**src/rtl/err_pkg.sv**
```systemverilog
// rtl/err_pkg.sv - shared types and constants for the weighted IR error computation
package err_pkg;

   typedef enum logic [1:0] {
      S_IDLE  = 2'd0,
      S_ACCUM = 2'd1,
      S_DONE  = 2'd2
   } state_t;

   localparam int ACC_W  = 17;
   localparam int SAMP_W = 12;
   localparam int ERR_W  = 10;
   localparam int SHIFT  = 5;

   localparam logic [ERR_W-1:0] SAT_POS = 10'h1FF;
   localparam logic [ERR_W-1:0] SAT_NEG = 10'h200;

endpackage

```
**src/rtl/err_compute_sat10.sv**
```systemverilog
// rtl/err_compute_sat10.sv - clamps a signed accumulator value into the 10-bit signed error range
module sat10
   import err_pkg::*;
(
   input  logic signed [ACC_W-1:0] val_i,
   output logic        [ERR_W-1:0] sat_o
);

   // Clamp to [-512, 511]; in-range values keep their low bits unchanged.
   always_comb begin
      sat_o = val_i[ERR_W-1:0];
      if (val_i > 17'sd511) begin
         sat_o = SAT_POS;
      end else if (val_i < -17'sd512) begin
         sat_o = SAT_NEG;
      end
   end

endmodule

```
**src/rtl/err_compute.sv**
```systemverilog
// rtl/err_compute.sv - accumulates 8 weighted left/right IR samples into a saturated signed error
module err_compute
   import err_pkg::*;
(
   input  logic              clk,
   input  logic              rst_n,
   input  logic              strt,
   input  logic              sample_vld,
   input  logic [SAMP_W-1:0] ir_sample,
   output logic              busy,
   output logic [ERR_W-1:0]  err_sat,
   output logic              err_vld
);

   state_t                   state_q, state_d;
   logic signed [ACC_W-1:0]  acc_q, acc_d;
   logic [2:0]               idx_q, idx_d;
   logic [ERR_W-1:0]         err_sat_q, err_sat_d;
   logic                     err_vld_q, err_vld_d;
   logic                     busy_q, busy_d;

   logic [ACC_W-1:0]         samp_ext;
   logic signed [ACC_W-1:0]  term;
   logic signed [ACC_W-1:0]  acc_sum;
   logic signed [ACC_W-1:0]  acc_shr;
   logic [ERR_W-1:0]         sat_val;

   // Pair index n>>1 selects the shift weight; odd n is the right sensor and subtracts.
   assign samp_ext = {{(ACC_W-SAMP_W){1'b0}}, ir_sample};
   assign term     = signed'(samp_ext << idx_q[2:1]);
   assign acc_sum  = idx_q[0] ? (acc_q - term) : (acc_q + term);
   assign acc_shr  = acc_sum >>> SHIFT;

   sat10 u_sat10 (
      .val_i (acc_shr),
      .sat_o (sat_val)
   );

   // Next-state, accumulator and output-register logic.
   always_comb begin
      state_d   = state_q;
      acc_d     = acc_q;
      idx_d     = idx_q;
      err_sat_d = err_sat_q;
      case (state_q)
         S_IDLE: begin
            if (strt) begin
               state_d = S_ACCUM;
               acc_d   = '0;
               idx_d   = '0;
            end
         end
         S_ACCUM: begin
            if (strt) begin
               acc_d = '0;
               idx_d = '0;
            end else if (sample_vld) begin
               acc_d = acc_sum;
               idx_d = idx_q + 3'd1;
               if (idx_q == 3'd7) begin
                  state_d   = S_DONE;
                  err_sat_d = sat_val;
               end
            end
         end
         S_DONE: begin
            if (strt) begin
               state_d = S_ACCUM;
               acc_d   = '0;
               idx_d   = '0;
            end else begin
               state_d = S_IDLE;
            end
         end
         default: begin
            state_d = S_IDLE;
         end
      endcase
      err_vld_d = (state_d == S_DONE);
      busy_d    = (state_d != S_IDLE);
   end

   // State and registered outputs, synchronous active-low reset.
   always_ff @(posedge clk) begin
      if (!rst_n) begin
         state_q   <= S_IDLE;
         acc_q     <= '0;
         idx_q     <= '0;
         err_sat_q <= '0;
         err_vld_q <= 1'b0;
         busy_q    <= 1'b0;
      end else begin
         state_q   <= state_d;
         acc_q     <= acc_d;
         idx_q     <= idx_d;
         err_sat_q <= err_sat_d;
         err_vld_q <= err_vld_d;
         busy_q    <= busy_d;
      end
   end

   assign busy    = busy_q;
   assign err_sat = err_sat_q;
   assign err_vld = err_vld_q;

endmodule

```
**config.mk**
```make
export PLATFORM = sky130hd
export DESIGN_NAME = err_compute
export DESIGN_NICKNAME = d
export VERILOG_FILES = /design/src/rtl/err_pkg.sv /design/src/rtl/err_compute_sat10.sv /design/src/rtl/err_compute.sv
export SDC_FILE = /design/constraint.sdc
export NUM_CORES = 1
export LEC_CHECK = 0
export CAP_MARGIN = 20
export CELL_PAD_IN_SITES_DETAIL_PLACEMENT = 1
export CELL_PAD_IN_SITES_GLOBAL_PLACEMENT = 2
export CORE_MARGIN = 1.5
export CORE_UTILIZATION = 40
export CTS_BUF_LIST = sky130_fd_sc_hd__clkbuf_2
export DETAILED_ROUTE_END_ITERATION = 7
export DONT_BUFFER_PORTS = 1
export PLACE_DENSITY_LB_ADDON = 0.25
export RECOVER_POWER = 25
export SLEW_MARGIN = 20
export SYNTH_ARGS = -nofsm -noshare
export SYNTH_HDL_FRONTEND = slang
export SYNTH_SLANG_ARGS = --single-unit
```
**constraint.sdc**
```tcl
create_clock -name clk -period 8.9 [get_ports clk]
set_input_delay 1.78 -clock clk [delete_from_list [all_inputs] [get_ports clk]]
set_output_delay 1.78 -clock clk [all_outputs]
set_load 0.01 [all_outputs]
```
# --- Word level (Yosys, flattened, before mapping) ---
# Index checks and enable logic that the tools add are counted.
classes:
  addsub: 3
  mul: 0
  div: 0
  n_lt_le_gt_ge: 2
  eq_ne: 6
  shifts: 1
  mux: 17
  n_bitwise: 1
  n_reduce_logical: 6
ops:
  columns: ["operator", "count"]
  rows:
  - ["2-to-1 mux 17 bit", 4]
  - ["one-hot mux 17 bit (2 select lines)", 1]
  - ["2-to-1 mux 10 bit", 2]
  - ["adder 17 bit", 1]
  - ["left shift 12 x 2 -> 17 bit", 1]
  - ["subtractor 17 bit", 1]
  - ["> comparator 12 x 10 -> 1 bit (second input constant)", 1]
  - ["less-than comparator 12 x 10 -> 1 bit (second input constant)", 1]
  - ["2-to-1 mux 3 bit", 3]
  - ["2-to-1 mux 2 bit", 4]
  - ["one-hot mux 2 bit (3 select lines)", 1]
  - ["one-hot mux 3 bit (2 select lines)", 1]
  - ["equality test 2 bit (second input constant)", 2]
  - ["AND reduction 4 bit", 1]
  - ["nonzero test 2 bit", 2]
  - ["adder 3 x 1 -> 3 bit (second input constant)", 1]
  - ["equality test 3 bit (second input constant)", 1]
  - ["!= test 3 bit (second input constant)", 1]
  - ["AND reduction 3 bit", 1]
  - ["equality test 2 x 1 -> 1 bit (second input constant)", 1]
  - ["zero test 2 bit", 1]
  - ["!= test 2 x 1 -> 1 bit (second input constant)", 1]
  - ["OR reduction 2 bit", 1]
  - ["2-to-1 mux 1 bit", 1]
  - ["NOT 1 bit", 1]
word_totals:
  reg_bits: 34
  latchBits: 0
  ram_bits: 0
  rom_bits: 0
  in_bits: 16
  elab_cells: 42
  mem_count: 0

# --- Depth between registers and ports, before layout ---
depth:
  depth_word: 6
  ltp_mapped: 22
  ltp_nobuf: 19

# --- Cells and area by module ---
# A second synthesis with hierarchy kept.
unflattened:
  hier_cells: 382
  area_unflattened_um2: 3109.2
modules_own_cells:
  columns: ["mod", "instances", "cells_each", "area_per_inst_um2", "seq_area_each_um2"]
  rows:
  - ["err_compute", 1, 354, 2846.5, 680.7]
  - ["sat10", 1, 28, 262.8, 0.0]

# --- Least setup slack after synthesis ---
# OpenSTA, ideal clock, no wires.
synth_timing:
  kind: "input-to-reg"
  startpoint: "in ir_sample[3]"
  endpoint: "reg err_sat_q[0] (netlist: err_sat[0])"
  setup_time_ns: 0.135
  arrival_time_ns: 4.920
  t_required_ns: 8.765
  path_slack_ns: 3.845
  cell_stages: 17
  n_path_buf: 1
  path_cell_list: "and2_1 or3_1 a22oi_1 a31oi_1 nor2_1 o21ai_1 xor2_1 ha_1 and3_1 nand2_1 or2_1 o21ai_2 a31o_1 xnor2_1 buf_2 o31ai_1 a21oi_1"
synth_between:
  elab_chain_len: 6
synth_rtl:
  columns: ["item", "line", "rtl"]
  rows:
  - ["from (decl)", "err_compute.sv:9", "input logic [SAMP_W-1:0] ir_sample,"]
  - ["left shift 12 x 2 -> 17 bit *", "err_compute.sv:30", "assign term = signed'(samp_ext << idx_q[2:1]);"]
  - ["adder 17 bit or subtractor 17 bit (tied branches)", "err_compute.sv:31", "assign acc_sum = idx_q[0] ? (acc_q - term) : (acc_q + term);"]
  - ["2-to-1 mux 17 bit *", "err_compute.sv:31", null]
  - ["less-than comparator 12 x 10 -> 1 bit", "err_compute_sat10.sv:14", "end else if (val_i < -17'sd512) begin"]
  - ["2-to-1 mux 10 bit", "err_compute_sat10.sv:14", null]
  - ["2-to-1 mux 10 bit *", "err_compute_sat10.sv:12", "if (val_i > 17'sd511) begin"]
  - ["to (signal assigned)", "err_compute.sv:96", "err_sat_q <= err_sat_d;"]
  - ["to (decl)", "err_compute.sv:18", "logic [ERR_W-1:0] err_sat_q, err_sat_d;"]
# Every way passes the cells marked *; elsewhere a longest branch is shown, timed or not.
# A chain may end at the register's enable or synchronous reset.

# --- Worst setup path in the final report ---
layout_timing:
  startpoint: "in ir_sample[3]"
  endpoint: "reg err_sat_q[8] (netlist: err_sat[8])"
# Same word-level chain as after synthesis.

==> run metrics <==
outcome=complete, but fails checks; violated checks=max-capacitance violations, max-slew violations; antenna cells=0; Avg WL per Cell=16.5 um; First-pass DRT Iterations=4; Hold Fails Final Rpt=0; setup slack at placement=2870 ps; worst-margin pin slew=1570 ps; Peak VDD IR=0.0800 mV; Rel. slew slack=-6.17%; fmax=178 MHz; number of enable flip-flop cells after synthesis=0; Synth top area share=23.5%; hold buffers post-CTS=0; mean area per synthesized cell=7.88 um2; commonest non-fill, non-tap cell in the layout=a21oi_1; # rows=30; register area=681 um2; Residual DRC=0; io pins=28; DR vias=2,596; DR vias/cell=5.73; min Tclk post-route=5620 ps; most frequent cells in the layout=a21oi_1 (37), dfxtp_1 (34), nand2_1 (31); DP HPWL=5.64 mm; Hold Worst Slack=489 ps; CTS H-tree lvls=2; share of cells above drive strength 1=6.44%; CTS sink cnt=34; LEAKAGE=0.00114 uW; sequential-to-total area share from yosys stat=23.5%; DRT Wirelength=7.45 mm; Crit path required time=9230 ps; Worst EP arrival=5950 ps; Area contributors post-synth=dfxtp_1 (23%), ha_1 (8.2%), a21oi_1 (6.4%); Post-CTS Setup Bufs=0; gr usage total=20.5%; number of global-route vias before repair=2,571; Die Span X=88.2 um; die height=88.2 um; Synth Instances=368; Synth Net Count=404; worst hold path type=register to register; largest net degree at the start of global routing=34; CTS max path bufs=2; global placer's final weighted congestion=0.859; Final #Nets=392; max cap viols=1; Area growth, synth to finish=3.06%; Post-Synth XOR/XNOR Area=8.11%; prevailing post-synth register cell=dfxtp_1; cts repair resizes=0; Unique masters post-synth=61; Starting Density=42.0%; total global routing overflow=0; pins over their slew limit=10; CTS root buf=clkbuf_2; layout filler cell count=879; die area=7770 um2; final worst slack=3280 ps; CTS tree=built; antenna-violating nets left=0; area of the multi-input gates=2090 um2; Inserted Clock Buffers=5; Power Dens Cells=102 nW/um2; CP endpoint kind=register; post-synthesis mux area share=5.31%; Synth Area in Compound Gates=28.7%; Post-Syn Area=2900 um2; fin crit share=63.1%; RSZ-0062 raised after global routing=no; worst setup path category=input port to register; first-pass GRT wire length=12.5 mm; cell taking the most area after synthesis=dfxtp_1; Worst Path Max Fanout=12; total negative slack=0 ps; First DRT Iteration DRCs=96; startpoint types=input port; setup violators final=0; synthesis-stage register bit count=34; largest family of logic cells by synthesized area=compound AO/OA/AOI/OAI gates; antenna violations before repair=0; Worst-path clk slew=190 ps; core region area=6910 um2; YS warnings=0; PortBufs=0; worst skew pair latency=400 ps; Adder-Cell Fraction of Synth Area=8.89%; final clock skew=18.7 ps; asr flop ratio synth=0%; Synth Area in Simple Gates=21.2%
==> worst paths after layout <==
path	start	endpoint	slack (ps)	cells after the start
setup reg to reg	idx_q[2]$_SDFFE_PN0P_	err_sat[8]$_SDFFE_PN0P_	3920	17
hold / removal	acc_q[14]$_SDFFE_PN0P_	acc_q[14]$_SDFFE_PN0P_	490	2
setup / recovery	ir_sample[3]	err_sat[8]$_SDFFE_PN0P_	3280	16
hold reg to reg	acc_q[14]$_SDFFE_PN0P_	acc_q[14]$_SDFFE_PN0P_	490	2
==> area by class of cell <==
cell class / instances / share of cell area, %
timing repair buffer: 3 / 0.628
inverter: 8 / 1.00
clock inverter: 3 / 0.670
clock buffer: 5 / 0.837
tap: 96 / 4.02
multi-input combinational: 304 / 70.1
sequential: 34 / 22.8
==> kinds of logic (layout without fill, tap and decap cells) <==
kind of cell / count (synthesis) / in the layout
fa+ha+maj: 20 / 20
simple gates: 114 / 114
xor+xnor: 26 / 26
flops: 34 / 34
mux: 14 / 14
compound gates: 130 / 130
buf+inv: 30 / 19
==> state kept, by name, indices dropped and copies added (netlist names) <==
signal and flops:
err_vld 1, busy 1, state_q 2, acc_q 17, err_sat 10, idx_q 3
==> metal layers <==
layer,track usage [%],wire (um)
met1,28.4,3690
met2,34.2,3410
met3,2.17,273
met4,5.11,81
met5,0,0
==> worst max-delay path: stages <==
cell	delay, ps
and2_1	140
or3_1	360
a22oi_1	240
a31oi_1	150
nor2_1	300
o21ai_1	130
xnor2_1	160
ha_1	340
a21oi_1	200
o21ai_0	140
a31oi_1	210
o21ai_2	160
a31o_1	260
xnor2_1	720
a41oi_2	420
a21oi_1	240
==> cell usage after synthesis, types with 2 or more instances <==
cell      instances
a211oi_1          3
a21boi_1          2
a21o_1            5
a21oi_1          37
a22oi_1          15
a31oi_1           7
a32oi_1           2
and2_1            4
and3_1            4
clkbuf_1         18
dfxtp_1          34
ha_1             19
inv_1             7
mux2_2            4
mux2i_1           7
mux2i_2           2
nand2_1          31
nand2b_1          6
nand3_1           5
nand3b_1          3
nand4b_1          2
nor2_1           18
nor2b_1          26
nor3_1            3
o211ai_1          2
o21a_1            4
o21ai_0          19
o21ai_1          11
o31ai_1          11
or3_1             3
xnor2_1          14
xor2_1           11
==> through the flow <==
stage | cells | area, um2 | total power [uW] | utilization, %
after global routing | 453 | 2990 | 321 | 43.3
after detailed placement | 445 | 2960 | 227 | 42.9
after global placement | 445 | 2960 | 226 | 42.9
final | 453 | 2990 | 305 | 43.3
after CTS | 453 | 3010 | 308 | 43.6
after floorplan | 368 | 2900 | 214 | -
==> power by group <==
group          total (uW)  switching, uW  internal (uW)
combinational        67.7           40.0           27.7
sequential            157           2.27            155
clock                80.3           60.9           19.4
total                 305            103            202
(Power assumes the default switching activity.)
